[src/rtl/spi_minion_arbiter.sv]
// Round-robin burst arbiter sharing one downstream val/rdy message port among
// NREQ SPI minion front-ends, with burst limit and idle-timeout release.
module spi_minion_arbiter #(
    parameter int NREQ         = 3,
    parameter int MSG_W        = 18,
    parameter int BURST_LEN    = 8,
    parameter int IDLE_TIMEOUT = 4
) (
    input  logic                     clk,
    input  logic                     reset,
    input  logic [NREQ-1:0]          en_mask,
    input  logic [NREQ-1:0]          req_val,
    input  logic [NREQ*MSG_W-1:0]    req_msg,
    output logic [NREQ-1:0]          req_rdy,
    output logic                     out_val,
    output logic [MSG_W-1:0]         out_msg,
    input  logic                     out_rdy,
    output logic                     grant_vld,
    output logic [$clog2(NREQ)-1:0]  grant_id
);

    localparam int ID_W   = $clog2(NREQ);
    localparam int BEAT_W = $clog2(BURST_LEN + 1);
    localparam int IDLE_W = $clog2(IDLE_TIMEOUT + 1);
    localparam logic [BEAT_W-1:0] BEAT_LAST = BEAT_W'(BURST_LEN - 1);
    localparam logic [IDLE_W-1:0] IDLE_LAST = IDLE_W'(IDLE_TIMEOUT - 1);

    typedef enum logic {ARB, GRANT} state_t;

    state_t              state, state_nxt;
    logic [ID_W-1:0]     ptr, ptr_nxt;
    logic [ID_W-1:0]     gnt, gnt_nxt;
    logic [BEAT_W-1:0]   beat_cnt, beat_nxt;
    logic [IDLE_W-1:0]   idle_cnt, idle_nxt;
    logic                sel_val;
    logic [MSG_W-1:0]    sel_msg;
    logic [NREQ-1:0]     cand;
    logic                found;
    logic                fire;
    int                  idx;

    function automatic logic [ID_W-1:0] wrap_inc(input logic [ID_W-1:0] id);
        if (int'(id) >= NREQ - 1) return '0;
        return id + 1'b1;
    endfunction

    // Lane currently holding the grant
    always_comb begin
        sel_val = 1'b0;
        sel_msg = '0;
        for (int i = 0; i < NREQ; i++) begin
            if (gnt == ID_W'(i)) begin
                sel_val = req_val[i];
                sel_msg = req_msg[i*MSG_W +: MSG_W];
            end
        end
    end

    always_comb begin
        state_nxt = state;
        ptr_nxt   = ptr;
        gnt_nxt   = gnt;
        beat_nxt  = beat_cnt;
        idle_nxt  = idle_cnt;
        cand      = req_val & en_mask;
        found     = 1'b0;
        fire      = 1'b0;
        idx       = 0;
        out_val   = 1'b0;
        out_msg   = '0;
        req_rdy   = '0;
        grant_vld = 1'b0;
        grant_id  = '0;
        case (state)
            ARB: begin
                for (int k = 0; k < NREQ; k++) begin
                    idx = int'(ptr) + k;
                    if (idx >= NREQ) idx = idx - NREQ;
                    if (!found && cand[idx]) begin
                        found   = 1'b1;
                        gnt_nxt = ID_W'(idx);
                    end
                end
                if (found) begin
                    state_nxt = GRANT;
                    beat_nxt  = '0;
                    idle_nxt  = '0;
                end
            end
            GRANT: begin
                grant_vld = 1'b1;
                grant_id  = gnt;
                out_val   = sel_val;
                out_msg   = sel_msg;
                for (int i = 0; i < NREQ; i++) begin
                    if (gnt == ID_W'(i)) req_rdy[i] = out_rdy;
                end
                fire     = sel_val & out_rdy;
                if (fire) beat_nxt = beat_cnt + 1'b1;
                idle_nxt = sel_val ? '0 : idle_cnt + 1'b1;
                // Burst exhausted or requester idle too long: always bubble through ARB
                if ((fire && beat_cnt == BEAT_LAST) || (!sel_val && idle_cnt == IDLE_LAST)) begin
                    state_nxt = ARB;
                    ptr_nxt   = wrap_inc(gnt);
                    beat_nxt  = '0;
                    idle_nxt  = '0;
                end
            end
            default: state_nxt = ARB;
        endcase
        // Nothing may transfer while reset is held, even mid-burst
        if (reset) begin
            out_val   = 1'b0;
            out_msg   = '0;
            req_rdy   = '0;
            grant_vld = 1'b0;
            grant_id  = '0;
        end
    end

    always_ff @(posedge clk) begin
        if (reset) begin
            state    <= ARB;
            ptr      <= '0;
            gnt      <= '0;
            beat_cnt <= '0;
            idle_cnt <= '0;
        end else begin
            state    <= state_nxt;
            ptr      <= ptr_nxt;
            gnt      <= gnt_nxt;
            beat_cnt <= beat_nxt;
            idle_cnt <= idle_nxt;
        end
    end

endmodule
[config.mk]
export PLATFORM = sky130hd
export DESIGN_NAME = spi_minion_arbiter
export DESIGN_NICKNAME = d
export VERILOG_FILES = /design/src/rtl/spi_minion_arbiter.sv
export SDC_FILE = /design/constraint.sdc
export NUM_CORES = 1
export LEC_CHECK = 0
export CAP_MARGIN = 20
export CORE_ASPECT_RATIO = 0.75
export CORE_MARGIN = 5
export CORE_UTILIZATION = 37
export DETAILED_ROUTE_END_ITERATION = 8
export GPL_ROUTABILITY_DRIVEN = 0
export GPL_TIMING_DRIVEN = 1
export PLACE_DENSITY = 0.9
export SYNTH_ARGS = -nofsm -noshare
export SYNTH_HDL_FRONTEND = slang
export SYNTH_SLANG_ARGS = --single-unit
[constraint.sdc]
create_clock -name clk -period 2.15 [get_ports clk]
set_input_delay 0.215 -clock clk [delete_from_list [all_inputs] [get_ports clk]]
set_output_delay 0.215 -clock clk [all_outputs]
set_load 0.01 [all_outputs]
==> run metrics <==
min Tclk post-route=roughly 2.0 ns; Final Setup Violations=0; crit-path max FO=11; ys async rst share=0%; Syn Area/Cell=7.26 um2; Cell Area, Synth=0.00136 mm2; clock tree from TritonCTS=yes; clk root buf=clkbuf_8; Critical Path AT=roughly 1.8 ns; total power draw=roughly 0.88 mW; Remaining Overflow, GRT=0; Setup Fix Bufs, Post-CTS=0; final setup margin=0.115 ns; Worst Hold Class=flop to flop; first-pass iteration count of the detailed router=4; Bufs on Longest Clock Path=2; max incr delay on CP=0.53 ns; port bufs=87; Die W=79.9 um; post-synth top area cell=dfxtp_1; TritonCTS Buffers=3; Initial Util=37.8%; die height=62.5 um; gr usage total=19.0%; Peak Freq=492 MHz; worst vdd ir=204 uV; Synth cell types=49; Vias/cell=5.25; most common cell after layout, fill and taps aside=clkdlybuf4s50_1; Remaining DRCs=0; die area=0.00499 mm2; post-route clock skew=0.00164 ns; Syn Nets=between 200 and 300; cell count after synthesis=187; largest net degree at the start of global routing=18; Worst setup SP type=flop; HPWL after DPL=3.91 mm; final-report hold violation count=0; most frequent cells in the layout=clkdlybuf4s50_1 (87), nor2_1 (37), a21oi_1 (22), mux2i_1 (20), nand2_1 (13); vias post-DR=approximately 1,700; Slowest cell on crit path=clkdlybuf4s50_1; crit path cell chain=buf_12 -> mux2i_4 -> o21ai_1 -> and2_1 -> clkdlybuf4s50_1; unrepaired setup endpoints after global routing=no; H-tree depth=1; WL/cell=14.6 um; critical path's top delay family=buffers and inverters; Final ANT Viol Nets=0; core box area=approximately 0.0036 mm2; worst skew pair latency=0.24 ns; max-cap viol count=0; Ys Warns=0; top cell type's share of synthesized area=17.7%; status=finished, final reports clean; Ant. Diodes=0; vias in the first global route=1,751; P&R area growth vs syn=79.4%; cts hold-fix bufs=0; final period utilization=94.6%; CTS sink count=12; share of layout cells above drive strength 1=10.7%; measured slew at the worst slew-check pin=0.414 ns; Post-synth EDFFs=0; final setup TNS=0 ns; Core Rows=19; Leakage=around 0.88 nW; ranking of synthesized cells by area=dfxtp_1 (18%), mux2i_1 (15%), nor2_1 (11%); Slew HR=72.0%; first-pass GRT wire length=7.82 mm; Setup crit end kind=output pin; Critical Path RT=1.93 ns; I/O pin cnt=88; sequential fraction of the synthesis area=between 15 and 20%; routed wire length=4.84 mm; buffers and inverters on the worst path=2; antenna violations before repair=0; Detailed Route Iter0 Violations=between 100 and 150; Worst-path clk slew=0.06 ns; final slew viol count=0; Setup CP Type=flop to output pin; DP Worst Slack=0.125 ns; Layout Nets=350; Most used DFF post-synth=dfxtp_1; PwrDens=363 mW/mm2; #FFs+latches synth=12
## tightest hold or removal path: cells and delay by family (launching register included)
family	cells	cell delay, ns
buffers and inverters	1	0.06
AOI/OAI and AO/OA	1	0.06
DFF	1	0.29
## synth_stat cells, drive strengths merged, types with 2 or more instances
cell,n
nand2,13
inv,8
o211ai,4
clkbuf,4
buf,7
nor3,2
o31a,2
nor2,38
a211o,2
nand3b,3
or3,2
mux2i,21
o22ai,2
nand3,2
dfxtp,12
a31oi,2
ha,6
a211oi,2
o21ai,5
mux2,2
o41ai,2
a21oi,22
nand4b,2
and2,4
## per-stage QoR
| step | hold WS (ns) | util, % | cells | instance area [um2] |
|---|---|---|---|---|
| floorplan | 0.288 | - | 187 | 1360 |
| global placement | 0.451 | 65.7 | 328 | 2360 |
| detailed placement | 0.463 | 65.7 | 328 | 2360 |
| CTS | 0.472 | 67.2 | 332 | 2410 |
| global route | 0.495 | 67.9 | 332 | 2440 |
| finish | 0.472 | 67.9 | 332 | 2440 |
## final cells by class
| cell class | count | area [um2] |
|---|---|---|
| Fill cell | 285 | 1150 |
| Multi-Input combinational cell | 155 | 1040 |
| Timing Repair Buffer | 100 | 997 |
| Sequential cell | 12 | 241 |
| Tap cell | 52 | 65.1 |
| Clock buffer | 4 | 55.1 |
| Inverter | 9 | 33.8 |
## cell families (layout without fill, tap and decap cells)
kind of cell               Yosys count  after routing  share of synthesized area [%]
AOI/OAI and AO/OA                   55             55                           27.9
adders and majority gates            6              6                           5.53
buffers and inverters               20            113                           6.82
DFF                                 12             12                           17.7
muxes                               23             23                           17.4
and+or+nand+nor                     71             71                           24.6
## where the power goes
part           switching, mW  internal, mW
Sequential           0.00583         0.230
Combinational          0.167         0.228
Clock                 0.0905         0.162
Total                  0.263         0.620
## final timing paths
kind / start / end / slack [ns] / cells after the start
min: idle_cnt[2] / idle_cnt[2] / 0.47 / 2
max reg2reg: ptr[0] / gnt[0] / 0.14 / 7
max: gnt[1] / out_val / 0.12 / 5
min reg2reg: idle_cnt[2] / idle_cnt[2] / 0.47 / 2
## flip-flops by register name (all words and copies together) (netlist names)
signal    count
beat_cnt      4
gnt           2
idle_cnt      3
ptr           2
state         1
## routing by layer
layer | up-vias | GRT usage [%] | part of all wire, %
li1 | 865 | - | -
met1 | 781 | 22.6 | 40
met2 | 91 | 31.8 | 46
met3 | 5 | 8.50 | 14
met4 | 0 | 3.38 | 0.87
met5 | - | 0 | 0
## repair_timing
action	CTS	global route
gates resized for setup	1	6
endpoints found under the setup margin	1	16
pin swaps	0	0
(Power assumes the default switching activity.)
